**src/rtl/activation_pkg.sv**
```systemverilog
// Shared definitions for the activation-function LUT loaders (tanh, sigmoid).
// Contents: fixed-point defaults and the loader FSM state type.
package activation_pkg;

  localparam int N_DEF = 32;  // fixed-point total width
  localparam int Q_DEF = 16;  // fractional bits

  // 1.0 in Q16.16
  localparam logic [N_DEF-1:0] ONE_Q16 = 32'(1) << Q_DEF;

  typedef enum logic [1:0] {
    LD_IDLE = 2'd0,
    LD_LOAD = 2'd1,
    LD_DONE = 2'd2
  } loader_state_e;

endpackage

```
**src/rtl/lut_entry_check.sv**
```systemverilog
// Combinational validity check for one LUT entry.
// Ports:
//   data       - candidate entry (signed fixed point, Q fractional bits)
//   prev       - previously accepted entry
//   first_flag - data is the first entry of the table (no monotonic check)
//   range_bad  - entry is negative or greater than 1.0
//   mono_bad   - entry is below the previous entry (signed compare)
module lut_entry_check #(
  parameter int DW = 32,
  parameter int Q  = 16
) (
  input  logic [DW-1:0] data,
  input  logic [DW-1:0] prev,
  input  logic          first_flag,
  output logic          range_bad,
  output logic          mono_bad
);

  localparam logic [DW-1:0] ONE = DW'(1) << Q;

  // Sign is tested first, so the unsigned compare only sees non-negative values.
  assign range_bad = data[DW-1] | (data > ONE);
  assign mono_bad  = !first_flag && ($signed(data) < $signed(prev));

endmodule

```
**src/rtl/tanh_lut_loader.sv**
```systemverilog
// Loads the tanh activation LUT from a valid/ready stream of Q16.16 entries.
// Entries are written sequentially to addresses 0..2^AW-1 with one cycle of
// registered latency; each entry is range- and monotonic-checked and summed.
// Ports:
//   clk, rst_n          - clock, asynchronous active-low reset
//   start / abort       - single-cycle control pulses
//   s_valid/s_data/s_ready - entry stream handshake
//   mem_we/mem_addr/mem_wdata - LUT RAM write port
//   busy, done          - LOAD / DONE state indicators
//   range_err, mono_err - sticky entry validation flags
//   checksum, count     - mod-2^DW sum and number of entries since start
module tanh_lut_loader
  import activation_pkg::*;
#(
  parameter int AW = 10,
  parameter int DW = 32,
  parameter int N  = N_DEF,
  parameter int Q  = Q_DEF
) (
  input  logic          clk,
  input  logic          rst_n,
  input  logic          start,
  input  logic          abort,
  input  logic          s_valid,
  input  logic [DW-1:0] s_data,
  output logic          s_ready,
  output logic          mem_we,
  output logic [AW-1:0] mem_addr,
  output logic [DW-1:0] mem_wdata,
  output logic          busy,
  output logic          done,
  output logic          range_err,
  output logic          mono_err,
  output logic [DW-1:0] checksum,
  output logic [AW:0]   count
);

  localparam logic [AW:0] LAST = {1'b0, {AW{1'b1}}};

  loader_state_e state_q, state_d;
  logic [AW:0]   count_q, count_d;
  logic [N-1:0]  sum_q, sum_d;       // N equals DW
  logic          rerr_q, rerr_d;
  logic          merr_q, merr_d;
  logic [DW-1:0] prev_q, prev_d;
  logic          we_q, we_d;
  logic [AW-1:0] addr_q, addr_d;
  logic [DW-1:0] wdata_q, wdata_d;

  logic accept;
  logic range_bad, mono_bad;

  lut_entry_check #(
    .DW (DW),
    .Q  (Q)
  ) u_check (
    .data       (s_data),
    .prev       (prev_q),
    .first_flag (count_q == '0),
    .range_bad  (range_bad),
    .mono_bad   (mono_bad)
  );

  assign s_ready = (state_q == LD_LOAD) && !abort;
  assign accept  = s_valid && s_ready;

  always_comb begin
    state_d = state_q;
    count_d = count_q;
    sum_d   = sum_q;
    rerr_d  = rerr_q;
    merr_d  = merr_q;
    prev_d  = prev_q;
    we_d    = accept;
    addr_d  = addr_q;
    wdata_d = wdata_q;

    if (accept) begin
      addr_d  = count_q[AW-1:0];
      wdata_d = s_data;
    end

    unique case (state_q)
      LD_IDLE, LD_DONE: begin
        if (start) begin
          state_d = LD_LOAD;
          count_d = '0;
          sum_d   = '0;
          rerr_d  = 1'b0;
          merr_d  = 1'b0;
        end
      end
      LD_LOAD: begin
        // accept is already gated by !abort, so abort simply exits
        if (abort) begin
          state_d = LD_IDLE;
        end else if (accept) begin
          count_d = count_q + 1'b1;
          sum_d   = sum_q + N'(s_data);
          rerr_d  = rerr_q | range_bad;
          merr_d  = merr_q | mono_bad;
          prev_d  = s_data;
          if (count_q == LAST) state_d = LD_DONE;
        end
      end
      default: state_d = LD_IDLE;
    endcase
  end

  always_ff @(posedge clk or negedge rst_n) begin
    if (!rst_n) begin
      state_q <= LD_IDLE;
      count_q <= '0;
      sum_q   <= '0;
      rerr_q  <= 1'b0;
      merr_q  <= 1'b0;
      prev_q  <= '0;
      we_q    <= 1'b0;
      addr_q  <= '0;
      wdata_q <= '0;
    end else begin
      state_q <= state_d;
      count_q <= count_d;
      sum_q   <= sum_d;
      rerr_q  <= rerr_d;
      merr_q  <= merr_d;
      prev_q  <= prev_d;
      we_q    <= we_d;
      addr_q  <= addr_d;
      wdata_q <= wdata_d;
    end
  end

  assign mem_we    = we_q;
  assign mem_addr  = addr_q;
  assign mem_wdata = wdata_q;
  assign busy      = (state_q == LD_LOAD);
  assign done      = (state_q == LD_DONE);
  assign range_err = rerr_q;
  assign mono_err  = merr_q;
  assign checksum  = sum_q;
  assign count     = count_q;

endmodule

```
**config.mk**
```make
export PLATFORM = sky130hd
export DESIGN_NAME = tanh_lut_loader
export DESIGN_NICKNAME = d
export VERILOG_FILES = /design/src/rtl/activation_pkg.sv /design/src/rtl/lut_entry_check.sv /design/src/rtl/tanh_lut_loader.sv
export SDC_FILE = /design/constraint.sdc
export NUM_CORES = 1
export LEC_CHECK = 0
export CORE_UTILIZATION = 45
export CTS_CLUSTER_SIZE = 10
export DETAILED_ROUTE_END_ITERATION = 16
export PLACE_DENSITY = 0.75
export SYNTH_ARGS = -nofsm -noshare
export SYNTH_HDL_FRONTEND = slang
export SYNTH_HIERARCHICAL = 1
export SYNTH_SLANG_ARGS = --single-unit
```
**constraint.sdc**
```tcl
create_clock -name clk -period 2.7 [get_ports clk]
set_clock_uncertainty 0.15 [all_clocks]
set_input_delay 0.54 -clock clk [delete_from_list [all_inputs] [get_ports clk]]
set_output_delay 0.54 -clock clk [all_outputs]
set_load 0.02 [all_outputs]
```
==> flow_summary_export.csv, run 1 <==
group,metric,value,unit
clock_network,cts_max_path_buffers,2,
power_and_ir_drop,p_leak,0.004547,uW
floorplanning,die_h,118.6,um
power_and_ir_drop,seq_power_share,25.9,%
worst_setup_path,worstSetupPathType,"in2reg",
synthesis,synth.distinct_cells,61,
status,status,"complete, no violations",
global_routing,antenna_found_initial,0,
layout,synthToLayoutAreaGrowth,51.31,%
hold_path,hold_path.class,"in2async",
timing,worst_slew_pin_slew,0.6068,ns
synthesis,synth-edff-count,0,
clock_network,postCtsHoldBufs,0,
worst_setup_path,critPathCaptureType,"register",
floorplanning,num_rows,42,
floorplanning,dieArea,0.01407,sq mm
drt,drtAntennaViolNets,0,
synthesis,synthArstFlopShare,100.0,%
drt,avgRoutedWirePerCell,15.26,um
placed_design,place_congestion,0.8881,
global_routing,grt_busiest_layer,"met2",
power_and_ir_drop,p_int,4809,uW
synthesis,ys_seq_area_share,36.79,%
synthesis,yosys_warnings,6,
clock_network,clock_latency,0.35,ns
worst_setup_path,start_kind,"input pin",
global_routing,grtUsageTotal,25.14,%
global_routing,grt_pass1_wl,28.37,mm
global_routing,grt_use_met2,39.84,%
clock_network,cts.sinks,90,
global_routing,grt_use_met1,35.49,%
timing,max_freq,380.3,MHz
clock_network,clk_pin_slew,0.07,ns
layout,drive_gt1_share,22.17,%
floorplanning,initial_utilization,46.22,%
drt,drc,0,
worst_setup_path,cp.required,2.78,ns
power_and_ir_drop,vdd_drop_max,0.0004307,V
layout,stdcell_area,0.009261,sq mm
drt,routed_wl,17.76,mm
synthesis,synth-main-ff-cell,"dfrtp_1",
timing,fin_crit,2.630,ns
clock_network,root_buffer,"clkbuf_16",
placed_design,io_buffers,127,
placed_design,post_dp_cell_area,0.008546,sq mm
synthesis,synthesis.area,0.006121,sq mm
clock_network,cts_buffers,9,
drt,drt_iter0_drc,345,
power_and_ir_drop,power_density,878.8,mW/mm^2
layout,diodes,0,
power_and_ir_drop,comb_power_share,57.9,%
floorplanning,die_x,118.6,um
synthesis,synth_nets,830,
power_and_ir_drop,p_switching,3330,uW
synthesis,syn_area_per_cell,8.408,sq um
timing,slew_headroom,59.55,%
drt,via_count,6123,
flow_run,drv_cap,0,
synthesis,synth_cells,728,
power_and_ir_drop,clkPwrFrac,16.1,%
drt,first_pass_iters,4,
timing,grt_setup_unrepaired,"true",
synthesis,ys_ff_latch,90,
timing,hold_violations,0,
timing,setup_viol,0,
placed_design,hpwl,12.28,mm
worst_setup_path,worstPathArrival,2.71,ns
floorplanning,io_pins,128,
clock_network,cts.htree.levels,3,
clock_network,cts_tree,"done",
layout,fin_nets,1085,
timing,slew_viol_final,0,
global_routing,grtUsageMet3,3.668,%
floorplanning,core-area,0.01324,sq mm
drt,vias_per_cell,5.260,
global_routing,grt_pass1_vias,5855,
power_and_ir_drop,sw_frac_of_total,40.91,%
global_routing,grt-ovfl-total,0,
worst_setup_path,crit_path_max_fanout,4,
timing,whs,0.01661,ns
timing,fin_crit_sh,97.40,%
global_routing,grt_max_degree,105,
-- cells in the mapped netlist (all sizes together) (7+ instances only) --
library cell / number / area [sq um]
nand2: 167 / 629.4
dfrtp: 90 / 2252
ha: 64 / 800.8
o21ai: 57 / 285.3
a21oi: 50 / 265.3
inv: 46 / 172.7
nand3: 40 / 200.2
nor2: 27 / 108.9
clkbuf: 26 / 100.1
xor2: 15 / 131.4
xnor2: 14 / 122.6
nand4: 13 / 81.33
a21o: 11 / 82.58
nand2b: 10 / 62.56
nor4: 10 / 62.56
nor2b: 8 / 50.05
o21a: 7 / 52.55
-- worst max-delay path, stage by stage --
cell           delay, ns
dlygate4sd2_1       0.27
ha_1                0.33
a21oi_1             0.16
o21ai_1             0.13
a21oi_2             0.21
a21oi_2             0.11
o41ai_4             0.45
buf_4               0.20
o311ai_4            0.08
xnor2_1             0.15
o21ai_1             0.07
-- power by group through the flow --
| stage | Combinational [uW] | Clock, uW | Sequential, uW |
|---|---|---|---|
| 6_report | 4720 | 1310 | 2110 |
| 5_1_grt | 5130 | 1390 | 2160 |
| 4_1_cts | 4490 | 1340 | 2090 |
| 3_5_place_dp | 4380 | 0 | 2100 |
| 3_3_place_gp | 4300 | 0 | 2100 |
| 2_1_floorplan | 1910 | 0 | 2530 |
-- cell usage in the layout (no fill, tap or decap), drive strengths merged, types with 3 or more instances in the layout --
| cell type | count |
|---|---|
| nor2 | 27 |
| nand2b | 10 |
| clkbuf | 10 |
| xor2 | 15 |
| inv | 49 |
| o21a | 7 |
| dlygate4sd2 | 12 |
| clkdlybuf4s50 | 99 |
| and3 | 5 |
| ha | 64 |
| nand2 | 167 |
| a21o | 11 |
| a31oi | 3 |
| o211ai | 5 |
| buf | 145 |
| o21ai | 57 |
| nor4 | 10 |
| o31ai | 6 |
| dfrtp | 90 |
| nand4 | 13 |
| xnor2 | 14 |
| a21oi | 50 |
| nor3 | 6 |
| or4 | 3 |
| or3 | 5 |
| nand3 | 40 |
| o21bai | 3 |
| nor2b | 8 |
| dlymetal6s2s | 14 |
| a211oi | 4 |
-- layer usage --
layer  vias to the layer above  wire length, um
met4                         0              231
met1                      2918             8392
met3                        19              778
li1                       3056                -
met5                         -                0
met2                       130             8359
-- cell families after synthesis --
logic type               Yosys count  synth area share, %
XOR/XNOR                          29                4.150
AO/OA/AOI/OAI                    163                17.50
buffers and inverters             73                4.517
multiplexers                       3               0.5723
flip-flops                        90                36.79
adder cells (fa/ha/maj)           65                13.41
AND/OR/NAND/NOR                  305                23.06
-- final cells by class --
cell class              instances  area [sq um]
repair buffers                271          2399
well taps                     176         220.2
fillers                      1066          3981
multi-input cells             565          3915
clock buffers                  10         229.0
inverters                      46         172.7
clock inverters                 6         73.82
flip-flops and latches         90          2252
-- repair_timing --
item,in CTS,in global routing
gates cloned,0,0
setup buffers,5,6
hold endpoints to repair,0,0
pin swaps,18,31
endpoints found under the setup margin,16,15
gates resized for setup,27,49
-- flip-flops by register name, indices dropped and copies added (netlist names) --
name / flops
checksum: 32
prev_q: 31
count: 11
mem_addr: 10
state_q: 2
mem_wdata: 1
mem_we: 1
mono_err: 1
range_err: 1
-- stage by stage --
stage | util (%) | setup WS (ns) | total power [uW] | instances | TNS (ns)
final | 69.94 | 0.07028 | 8139 | 1164 | 0
after global routing | 69.94 | -0.05145 | 8692 | 1164 | -0.05225
after CTS | 67.63 | 0.001003 | 7915 | 1159 | 0
after detailed placement | 64.53 | -0.6373 | 6477 | 1138 | -9.375
after global placement | 64.53 | -0.5764 | 6393 | 1138 | -8.520
after floorplan | - | 0.05341 | 4434 | 728 | 0
-- path summary, 6_finish.rpt --
path                        startpoint            to  slack (ns)  cells past startpoint
max                          s_data[9]  checksum[28]        0.07                     11
min                              rst_n    prev_q[13]        0.02                      2
max reg2reg                checksum[0]  checksum[28]        0.08                     12
min reg2reg                mem_addr[6]   mem_addr[6]        0.32                      2
max in group asynchronous        rst_n  checksum[10]        1.89                      2
min in group clk           mem_addr[6]   mem_addr[6]        0.32                      2
(Power assumes the default switching activity.)
==> inputs of run 2 (changes only) <==
Settings changed: ABC_AREA from default to 1, CORE_UTILIZATION 45 to 35, PLACE_DENSITY 0.75 to default.
==> flow_summary_export.csv, run 2 <==
group,metric,value,unit
synthesis,synth_nets,1149,
global_routing,antenna_found_initial,0,
synthesis,synth-edff-count,0,
global_routing,grt_max_degree,53,
synthesis,yosysTopAreaCell,"dfrtp_1",
flow_run,drv_cap,0,
timing,fin_ws,0.1840,ns
floorplanning,dieArea,0.02011,sq mm
worst_setup_path,crit_path_max_fanout,4,
synthesis,yosys-top-cells-count,"427 x nand2_1, 183 x inv_1, 90 x dfrtp_1",
worst_setup_path,start_kind,"input pin",
floorplanning,core-area,0.01896,sq mm
synthesis,synthArstFlopShare,100.0,%
layout,drive_gt1_share,8.521,%
layout,largest_reg_flops,32,
placed_design,place_congestion,0.8715,
worst_setup_path,critPathBufInv,4,
placed_design,hpwl,15.87,mm
clock_network,cts_tree,"done",
power_and_ir_drop,p_leak,0.005050,uW
clock_network,root_buffer,"clkbuf_16",
drt,wl_met3,1.156,mm
global_routing,grt-ovfl-total,0,
layout,layout.cells.most_common_list,"427 x nand2_1, 183 x inv_1, 126 x clkdlybuf4s50_1",
timing,grt_setup_unrepaired,"false",
clock_network,cts_max_path_buffers,2,
synthesis,yosysMostFrequentCell,"nand2_1",
timing,hold_violations,0,
worst_setup_path,max_stage_delay,0.51,ns
layout,synthToLayoutAreaGrowth,34.56,%
drt,vias_per_cell,4.596,
status,status,"complete, no violations",
worst_setup_path,slowest_stage,"clkdlybuf4s50_1",
drt,drt-met1-wl,9.712,mm
power_and_ir_drop,power_density,968.8,mW/mm^2
global_routing,grt_pass1_vias,6758,
timing,slew_viol_final,0,
floorplanning,num_rows,50,
synthesis,synthTopCellsByArea,"dfrtp_1 33%, nand2_1 23%, ha_1 12%",
drt,dr_wl_met2,9.275,mm
floorplanning,initial_utilization,36.10,%
drt,drt_iter0_drc,443,
clock_network,cts.sinks,90,
clock_network,postCtsHoldBufs,0,
clock_network,clock_latency,0.35,ns
global_routing,grt_pass1_wl,33.20,mm
synthesis,synth-main-ff-cell,"dfrtp_1",
clock_network,post_cts_resized,0,
timing,setup_tns,0,ns
worst_setup_path,cp_cell_sequence,"clkdlybuf4s50_1 -> ha_1 -> inv_1 -> fa_1 -> inv_1 -> nand3_1 -> nand3_1 -> nand3_1 -> nand3_1 -> buf_4 -> a21oi_1 -> o21ai_0 -> nand2_1",
layout,layout_commonest_cell,"nand2_1",
worst_setup_path,worstSetupPathType,"in2reg",
clock_network,cts.htree.levels,3,
clock_network,cts_setup_buffers,0,
layout,fin_nets,1341,
timing,fin_crit_sh,93.18,%
synthesis,yosys_warnings,6,
power_and_ir_drop,vdd_drop_max,0.0004899,V
worst_setup_path,path_common_cell,"nand3_1",
drt,avgRoutedWirePerCell,13.60,um
drt,first_pass_iters,5,
synthesis,synth.distinct_cells,37,
timing,max_freq,397.5,MHz
worst_setup_path,critPathCaptureType,"register",
timing,slew_headroom,60.73,%
synthesis,synthesis.area,0.006843,sq mm
synthesis,synth_top_area_share,32.91,%
drt,drtAntennaViolNets,0,
global_routing,grtUsageTotal,21.15,%
hold_path,hold_path.class,"in2async",
layout,final_util,48.57,%
synthesis,ys_seq_area_share,32.91,%
worst_setup_path,cp.required,2.78,ns
drt,drc,0,
floorplanning,io_pins,128,
timing,setup_viol,0,
placed_design,io_buffers,127,
synthesis,ys_ff_latch,90,
floorplanning,die_x,141.8,um
drt,via_count,6913,
clock_network,cts_buffers,9,
drt,routed_wl,20.45,mm
worst_setup_path,path_delay_family,"buffers and inverters",
timing,whs,0.01869,ns
clock_network,clk_pin_slew,0.07,ns
floorplanning,die_h,141.8,um
synthesis,syn_area_per_cell,6.536,sq um
drt,top_layer,"met4",
synthesis,synth_cells,1047,
placed_design,pre_cts_slack,-0.1548,ns
placed_design,post_dp_cell_area,0.008910,sq mm
timing,worst_slew_pin_slew,0.5836,ns
worst_setup_path,worstPathArrival,2.60,ns
layout,stdcell_area,0.009208,sq mm
layout,diodes,0,
timing,fin_crit,2.516,ns
==> run 2: changes by cell type after synthesis, moves of 8 or more <==
cell and change:
o21ai_0 -18, clkbuf_1 -10, xnor2_1 -11, nand2b_1 -10, nor2_1 +38, nor2b_1 -8, nand2_1 +261, a21o_1 -9
xor2_1 -13, inv_1 +138
==> run 2: cell type report <==
cell class                      instances  area (sq um)
Sequential cell                        90          2252
Inverter                              184         690.7
Fill cell                            1875          9748
Multi-Input combinational cell        758          3842
Tap cell                              260         325.3
Timing Repair Buffer                  196          1799
Clock inverter                          4         51.30
Clock buffer                           12         246.5
==> run 2: stage by stage <==
stage                     power [uW]  instances
after floorplan                 5339       1047
after global routing            9672       1504
after CTS                       8980       1504
final                           8920       1504
after global placement          7576       1488
after detailed placement        7616       1488
==> run 2: path summary, 6_finish.rpt <==
kind	start	to	slack, ns	cells after the start
max	s_data[0]	checksum[12]	0.18	13
min	rst_n	mem_we	0.02	1
max reg2reg	checksum[0]	checksum[12]	0.51	12
min reg2reg	mem_addr[4]	mem_addr[4]	0.35	2
max in group asynchronous	rst_n	prev_q[4]	1.67	2
min in group clk	mem_addr[4]	mem_addr[4]	0.35	2
==> run 2: metal layers <==
metal / global-route usage [%] / vias to the layer above
met5: 0 / -
met4: 6.565 / 0
met3: 4.050 / 19
met2: 35.36 / 165
met1: 27.52 / 3097
li1: - / 3632
==> run 2: report_power, final <==
| part | total (uW) | switching [uW] | internal, uW | leakage (uW) |
|---|---|---|---|---|
| combinational | 5350 | 3110 | 2240 | 0.00372 |
| sequential | 2260 | 424 | 1830 | 0.00118 |
| clock | 1310 | 569 | 745 | 0.000143 |
==> run 2: cells by family after synthesis <==
family / after synthesis / share of synthesized area (%)
xor gates and xnor gates: 5 / 0.6401
buffers and inverters: 199 / 10.93
adders and majority gates: 65 / 11.99
and+or+nand+nor: 585 / 35.24
AOI/OAI and AO/OA: 103 / 8.283
DFF: 90 / 32.91
